### src/rtl/ps2_pkg.sv
// rtl/ps2_pkg.sv - shared PS/2 receive types and frame constants
package ps2_pkg;

  typedef enum logic [1:0] {
    IDLE   = 2'd0,
    DATA   = 2'd1,
    PARITY = 2'd2,
    STOP   = 2'd3
  } ps2_state_e;

  localparam int   PS2_DATA_BITS = 8;
  localparam logic START_BIT     = 1'b0;
  localparam logic STOP_BIT      = 1'b1;

  // Odd parity holds when data bits plus parity bit contain an odd number of ones.
  function automatic logic odd_parity_ok(input logic [PS2_DATA_BITS-1:0] data, input logic par);
    return ^{data, par};
  endfunction

endpackage

### src/rtl/ps2_sync_filter.sv
// rtl/ps2_sync_filter.sv - 2-FF synchronizer plus run-length glitch filter for one PS/2 line
module ps2_sync_filter #(
  parameter int FILTER_LEN = 8
) (
  input  logic clk,
  input  logic rst_n,
  input  logic line_i,
  output logic line_o
);

  localparam int CW = $clog2(FILTER_LEN + 1);

  logic          sync1_q;
  logic          sync2_q;
  logic          filt_q;
  logic [CW-1:0] cnt_q;

  // The counter tracks how many consecutive samples disagree with the filtered value.
  always_ff @(posedge clk or negedge rst_n) begin
    if (!rst_n) begin
      sync1_q <= 1'b1;
      sync2_q <= 1'b1;
      filt_q  <= 1'b1;
      cnt_q   <= '0;
    end else begin
      sync1_q <= line_i;
      sync2_q <= sync1_q;
      if (sync2_q == filt_q) begin
        cnt_q <= '0;
      end else if (cnt_q == CW'(FILTER_LEN - 1)) begin
        filt_q <= sync2_q;
        cnt_q  <= '0;
      end else begin
        cnt_q <= cnt_q + CW'(1);
      end
    end
  end

  assign line_o = filt_q;

endmodule

### src/rtl/ps2_rx.sv
// rtl/ps2_rx.sv - PS/2 device-to-host deframer with valid/ready byte delivery and error pulses
module ps2_rx
  import ps2_pkg::*;
#(
  parameter int FILTER_LEN     = 8,
  parameter int TIMEOUT_CYCLES = 200000
) (
  input  logic       clk,
  input  logic       rst_n,
  input  logic       ps2_clk_in,
  input  logic       ps2_dat_in,
  output logic [7:0] rx_data,
  output logic       rx_valid,
  input  logic       rx_ready,
  output logic       parity_err,
  output logic       frame_err,
  output logic       overrun
);

  localparam int TW = $clog2(TIMEOUT_CYCLES);

  logic clk_f, dat_f, clk_f_q, fall;

  ps2_sync_filter #(.FILTER_LEN(FILTER_LEN)) u_clk_filt (
    .clk(clk), .rst_n(rst_n), .line_i(ps2_clk_in), .line_o(clk_f)
  );
  ps2_sync_filter #(.FILTER_LEN(FILTER_LEN)) u_dat_filt (
    .clk(clk), .rst_n(rst_n), .line_i(ps2_dat_in), .line_o(dat_f)
  );

  ps2_state_e              state_q, state_d;
  logic [2:0]              bit_cnt_q, bit_cnt_d;
  logic [PS2_DATA_BITS-1:0] shift_q, shift_d;
  logic                    par_q, par_d;
  logic [TW-1:0]           tmo_q, tmo_d;
  logic [7:0]              rx_data_q, rx_data_d;
  logic                    rx_valid_q, rx_valid_d;
  logic                    perr_q, perr_d, ferr_q, ferr_d, ovr_q, ovr_d;

  assign fall = clk_f_q & ~clk_f;

  always_comb begin
    state_d    = state_q;
    bit_cnt_d  = bit_cnt_q;
    shift_d    = shift_q;
    par_d      = par_q;
    rx_data_d  = rx_data_q;
    rx_valid_d = rx_valid_q;
    perr_d     = 1'b0;
    ferr_d     = 1'b0;
    ovr_d      = 1'b0;
    tmo_d      = (state_q == IDLE || fall) ? '0 : tmo_q + TW'(1);

    if (rx_valid_q && rx_ready) rx_valid_d = 1'b0;

    if (fall) begin
      case (state_q)
        IDLE: begin
          if (dat_f == START_BIT) begin
            state_d   = DATA;
            bit_cnt_d = '0;
          end
        end
        DATA: begin
          shift_d   = {dat_f, shift_q[PS2_DATA_BITS-1:1]};
          bit_cnt_d = bit_cnt_q + 3'd1;
          if (bit_cnt_q == 3'(PS2_DATA_BITS - 1)) state_d = PARITY;
        end
        PARITY: begin
          par_d   = dat_f;
          state_d = STOP;
        end
        STOP: begin
          state_d = IDLE;
          // A bad stop bit masks any parity failure in the same frame.
          if (dat_f != STOP_BIT) begin
            ferr_d = 1'b1;
          end else if (!odd_parity_ok(shift_q, par_q)) begin
            perr_d = 1'b1;
          end else if (!rx_valid_q || rx_ready) begin
            rx_data_d  = shift_q;
            rx_valid_d = 1'b1;
          end else begin
            ovr_d = 1'b1;
          end
        end
        default: state_d = IDLE;
      endcase
    end else if (state_q != IDLE && tmo_q == TW'(TIMEOUT_CYCLES - 1)) begin
      ferr_d  = 1'b1;
      state_d = IDLE;
      tmo_d   = '0;
    end
  end

  always_ff @(posedge clk or negedge rst_n) begin
    if (!rst_n) begin
      clk_f_q    <= 1'b1;
      state_q    <= IDLE;
      bit_cnt_q  <= '0;
      shift_q    <= '0;
      par_q      <= 1'b0;
      tmo_q      <= '0;
      rx_data_q  <= '0;
      rx_valid_q <= 1'b0;
      perr_q     <= 1'b0;
      ferr_q     <= 1'b0;
      ovr_q      <= 1'b0;
    end else begin
      clk_f_q    <= clk_f;
      state_q    <= state_d;
      bit_cnt_q  <= bit_cnt_d;
      shift_q    <= shift_d;
      par_q      <= par_d;
      tmo_q      <= tmo_d;
      rx_data_q  <= rx_data_d;
      rx_valid_q <= rx_valid_d;
      perr_q     <= perr_d;
      ferr_q     <= ferr_d;
      ovr_q      <= ovr_d;
    end
  end

  assign rx_data    = rx_data_q;
  assign rx_valid   = rx_valid_q;
  assign parity_err = perr_q;
  assign frame_err  = ferr_q;
  assign overrun    = ovr_q;

endmodule

### config.mk
export PLATFORM = sky130hd
export DESIGN_NAME = ps2_rx
export DESIGN_NICKNAME = d
export VERILOG_FILES = /design/src/rtl/ps2_pkg.sv /design/src/rtl/ps2_sync_filter.sv /design/src/rtl/ps2_rx.sv
export SDC_FILE = /design/constraint.sdc
export NUM_CORES = 1
export LEC_CHECK = 0
export CORE_AREA = 2 2 73 75
export DETAILED_ROUTE_END_ITERATION = 16
export DIE_AREA = 0 0 75 77
export PLACE_DENSITY = 0.73
export SYNTH_ARGS = -nofsm -noshare
export SYNTH_HDL_FRONTEND = slang
export SYNTH_SLANG_ARGS = --single-unit
### constraint.sdc
create_clock -name clk -period 2.7 [get_ports clk]
set_clock_uncertainty 0.2 [all_clocks]
set_input_delay 0.54 -clock clk [delete_from_list [all_inputs] [get_ports clk]]
set_output_delay 0.54 -clock clk [all_outputs]
set_load 0.01 [all_outputs]
# Word level (Yosys, flattened, before mapping)
# Cells that the tools add are included.
# word_totals
register_bits,59
wordCells,89
out_inout_bits,12
inputBits,5
# op_classes
eq_ne,12
n_reduce_logical,17
n_mux,33
n_addsub,4
bitwise,4
# op_table
op,count
18-bit two-way mux,3
1-bit two-way mux,19
"18-bit by 1-bit adder with 18-bit output, second input constant",1
"18-bit equality test, second input constant",1
4-bit two-way mux,4
9-bit parity,1
"4-bit by 1-bit adder with 4-bit output, second input constant",2
"4-bit by 3-bit equality test with 1-bit output, second input constant",2
2-bit two-way mux,4
2-bit case mux with 4 select lines,1
2-bit AND reduction,4
"3-bit inequality test, second input constant",2
3-bit case mux with 2 select lines,1
3-bit AND reduction,2
2-bit nonzero test,3
5-bit AND reduction,1
"2-bit equality test, second input constant",2
"3-bit by 1-bit adder with 3-bit output, second input constant",1
"3-bit equality test, second input constant",1
3-bit two-way mux,1
1-bit NOT,3
1-bit equality test,2
"2-bit by 1-bit equality test with 1-bit output, second input constant",1
1-bit logical AND,2
other kinds (5),6

# Depth between registers and ports, before layout
# depth
word_depth,7
depth_mapped,6
ltp_nobuf,6

# Cells and area by module
# A second synthesis with hierarchy kept.
# unflattened
cells_unflattened,220
area_unflattened_um2,2660.1
# modules_own_cells
module,seq_area_each_um2,cells_per_inst,n_inst,area_per_inst_um2
ps2_rx,1127.3,181,1,2099.5
ps2_sync_filter (u_dat_filt),178.9,19,1,289.0
ps2_sync_filter (u_clk_filt),178.9,20,1,271.5

# Worst setup path after synthesis
# No wires, ideal clock.
# synth_timing
path_type,flip-flop to flip-flop
start,register shift_q[1]
end,"register rx_data_q[0], in the netlist rx_data[0]"
t_required_ps,2375
setup_time_ps,125
n_path_buf,0
setup_slack_ps,662
path_stages_with_launch,5
synth_period_minus_slack_ps,2038
t_arrival_ps,1714
path_cell_list,dfrtp_1 xor2_1 xnor3_1 mux2i_4 mux2_2
# synth_via
elab_chain_cells,2
# synth_lines
item,line_no,source
start: declaration,ps2_rx.sv:33,"logic [PS2_DATA_BITS-1:0] shift_q, shift_d;"
start signal: assignment,ps2_rx.sv:113,shift_q <= shift_d;
9-bit parity,ps2_pkg.sv:17,"return ^{data, par};"
5-bit AND reduction (no line),-,
end signal: assignment,ps2_rx.sv:116,rx_data_q <= rx_data_d;
end: declaration,ps2_rx.sv:36,"logic [7:0] rx_data_q, rx_data_d;"
# No other way between the ends.
# A chain may end at the register's enable or synchronous reset.

# Worst setup path after layout
# Same ends and word-level chain as after synthesis.

==> results.cfg <==
[floorplanning]
start_util_pct = 53.4
dieArea_um2 = 5780
fp.dieW_um = 75
rows = 26
die-height_um = 77
coreArea_um2 = 4980
ioPinCount = 17

[sta]
min_period_over_period_pct = 79.6
worstMarginPinSlew_ns = 0.592
rsz0062_at_grt = no
max_slew_margin_pct = 60.5
drv_slew = 0
finalHoldViolCount = 0
tns_ns = 0
setup_viol = 0
max_freq_ghz = 0.465
period_needed_ns = 2.15

[clock_tree]
clockRootBuffer = clkbuf_8
cts_resized = 0
numCtsBuffers = 9
clkTransAtPathRegs_ns = 0.06
htreeDepth = 3
clkSinkCount = 59
clk_latency_ns = 0.32
cts_tree = yes
clk_path_buf_depth = 2

[setup_path]
crit_path_max_incr_delay_ns = 0.48
required_ns = 2.71
crit_start = shift_q[1]
cp.arrival_ns = 2.16
crit_path_top_delay_cell = xnor3_1
r2r_start = shift_q[1]
cp_top_family = multiplexers
cp-end-kind = register
cp-start-kind = register
critPathMaxFanout = 8
crit_chain = xor2_1, xnor3_1, mux2i_4, mux2_2
ff2ff_setup_slack_ns = 0.55
worstSetupPathType = reg2reg
crit_buf_inv = 0

[routing]
drtPass1Iterations = 4
drc = 0
first_iter_violations = 80
wl_per_cell_um = 12.8
vias = 1697
post_drt_via_cell_ratio = 5.19
wl_mm = 4.19
ant_nets = 0

[logic_synthesis]
synth-async-reset-ratio_pct = 100
synth_xor_area_share_pct = 8.28
ys_seq_area_share_pct = 55.8
synth_top_family_by_area = simple AND/OR/NAND/NOR gates
synthMuxAreaShare_pct = 8.04
syn-num-nets = 238
synth_edf_count = 0
synth.avg_cell_area_um2 = 11.9
yosys.area_share.simple_pct = 17.4
ys_warn_count = 0
synthFlopType = dfrtp_1
ys_ff_latch = 59
synthAdderAreaFrac_pct = 4.23
syn_inst = 224
synth_compound_area_share_pct = 4.89
yosysUniqueCellTypes = 38
syn-cell-area_um2 = 2660

[status]
outcome = completed

[placement]
place.gp.congestion = 0.774
numPortBuffers = 16
hpwlAfterDp_mm = 2.91

[global_routing]
grtUsageTotal_pct = 16.5
grt_pass1_vias = 1677
overflow = 0
antenna_found_initial = 0
grt_max_degree = 38
grt_pass1_wl_mm = 7.26

[worst_hold_path]
hold_path_class = reg2reg
min_from = u_clk_filt.sync1_q

[power]
vdd_drop_max_uv = 502
power_density_nw_per_um2 = 760
p_leak_nw = 1.38

[flow_run]
timing.max_cap.violations = 0

[finish]
num-nets-final = 266
layout-drive-gt1-share_pct = 19.1
antennaDiodeCount = 0
syn_to_final_growth_pct = 18.2
layout_common_cells = 52 x dfrtp_1, 23 x nor2_1, 17 x mux2_2
layout.cells.most_common = dfrtp_1
utilization_pct = 63.2
[sequential cells by signal (all words and copies together), names as in the netlist, 2 cells and up]
signal,cells
tmo_q,18
bit_cnt_q,3
u_clk_filt.cnt_q,4
state_q,2
u_dat_filt.cnt_q,4
rx_data,8
shift_q,8
[synth_stat cells (2+ instances only)]
library cell	number	share of area [%]
or3_1	4	0.94
mux2_2	17	7.2
nor2b_1	5	1.2
a21oi_1	6	1.1
nand2b_1	2	0.47
ha_1	9	4.2
xnor2_1	16	5.3
nand2_1	12	1.7
nand4b_1	2	0.66
xnor3_1	2	1.7
nor2_1	23	3.2
inv_1	7	0.99
nand4_1	2	0.47
a32o_1	2	0.75
dfrtp_1	52	49
dfstp_2	7	6.9
nor3b_1	2	0.56
nand3_1	12	2.3
nor4_1	2	0.47
or4_1	2	0.56
xor2_1	4	1.3
o21ai_0	9	1.7
nor3_1	10	1.9
[cell type report]
class | instances | area, um^2
clock buffer | 12 | 165
clock inverter | 4 | 47.5
fill | 395 | 1830
inverter | 7 | 26.3
multi-input combinational | 156 | 1140
sequential | 59 | 1490
tap | 70 | 87.6
timing repair buffer | 19 | 193
[path summary, 6_finish.rpt]
check,endpoint,depth (start not counted)
max in group asynchronous,u_dat_filt.sync2_q,3
min in group asynchronous,u_clk_filt.cnt_q[2],2
hold reg to reg,u_clk_filt.sync2_q,0
setup / recovery,rx_data[0],4
setup reg to reg,rx_data[0],4
hold / removal,u_clk_filt.sync2_q,0
[logic make-up after synthesis]
group                    after synthesis
buffers and inverters                  9
multiplexers                          18
flip-flops                            59
XOR/XNOR                              22
AO/OA/AOI/OAI                         21
adder cells (fa/ha/maj)                9
AND/OR/NAND/NOR                       86
[per-layer routing]
layer	share of wire (%)	GRT usage (%)	up-vias	wire (um)
met1	48	21.6	820	2000
met4	1.8	8.57	0	76
met5	0	0	-	0
li1	-	-	841	-
met3	2.8	3.94	8	119
met2	48	25.3	28	1990
[timing repair]
item	4_1_cts	5_1_grt
buffers inserted	0	0
endpoints found under the setup margin	0	0
hold endpoints to repair	19	0
hold buffers	1	0
[stage by stage]
step	std cells	cell area (um^2)	power, mW	setup WS [ns]	hold slack [ns]
floorplan	224	2660	1.45	0.662	0.0444
global placement	310	2920	1.57	0.504	0.147
detailed placement	310	2920	1.59	0.486	0.151
CTS	327	3140	2.43	0.513	0.160
global route	327	3140	2.54	0.424	0.165
finish	327	3140	2.39	0.551	0.158
[power breakdown]
part,internal (mW),leakage [nW],total [mW],switching (mW)
combinational,0.194,0.480,0.466,0.271
clock,0.498,0.108,0.824,0.326
sequential,1.00,0.789,1.10,0.0961
total,1.70,1.38,2.39,0.694
(Power assumes the default switching activity.)
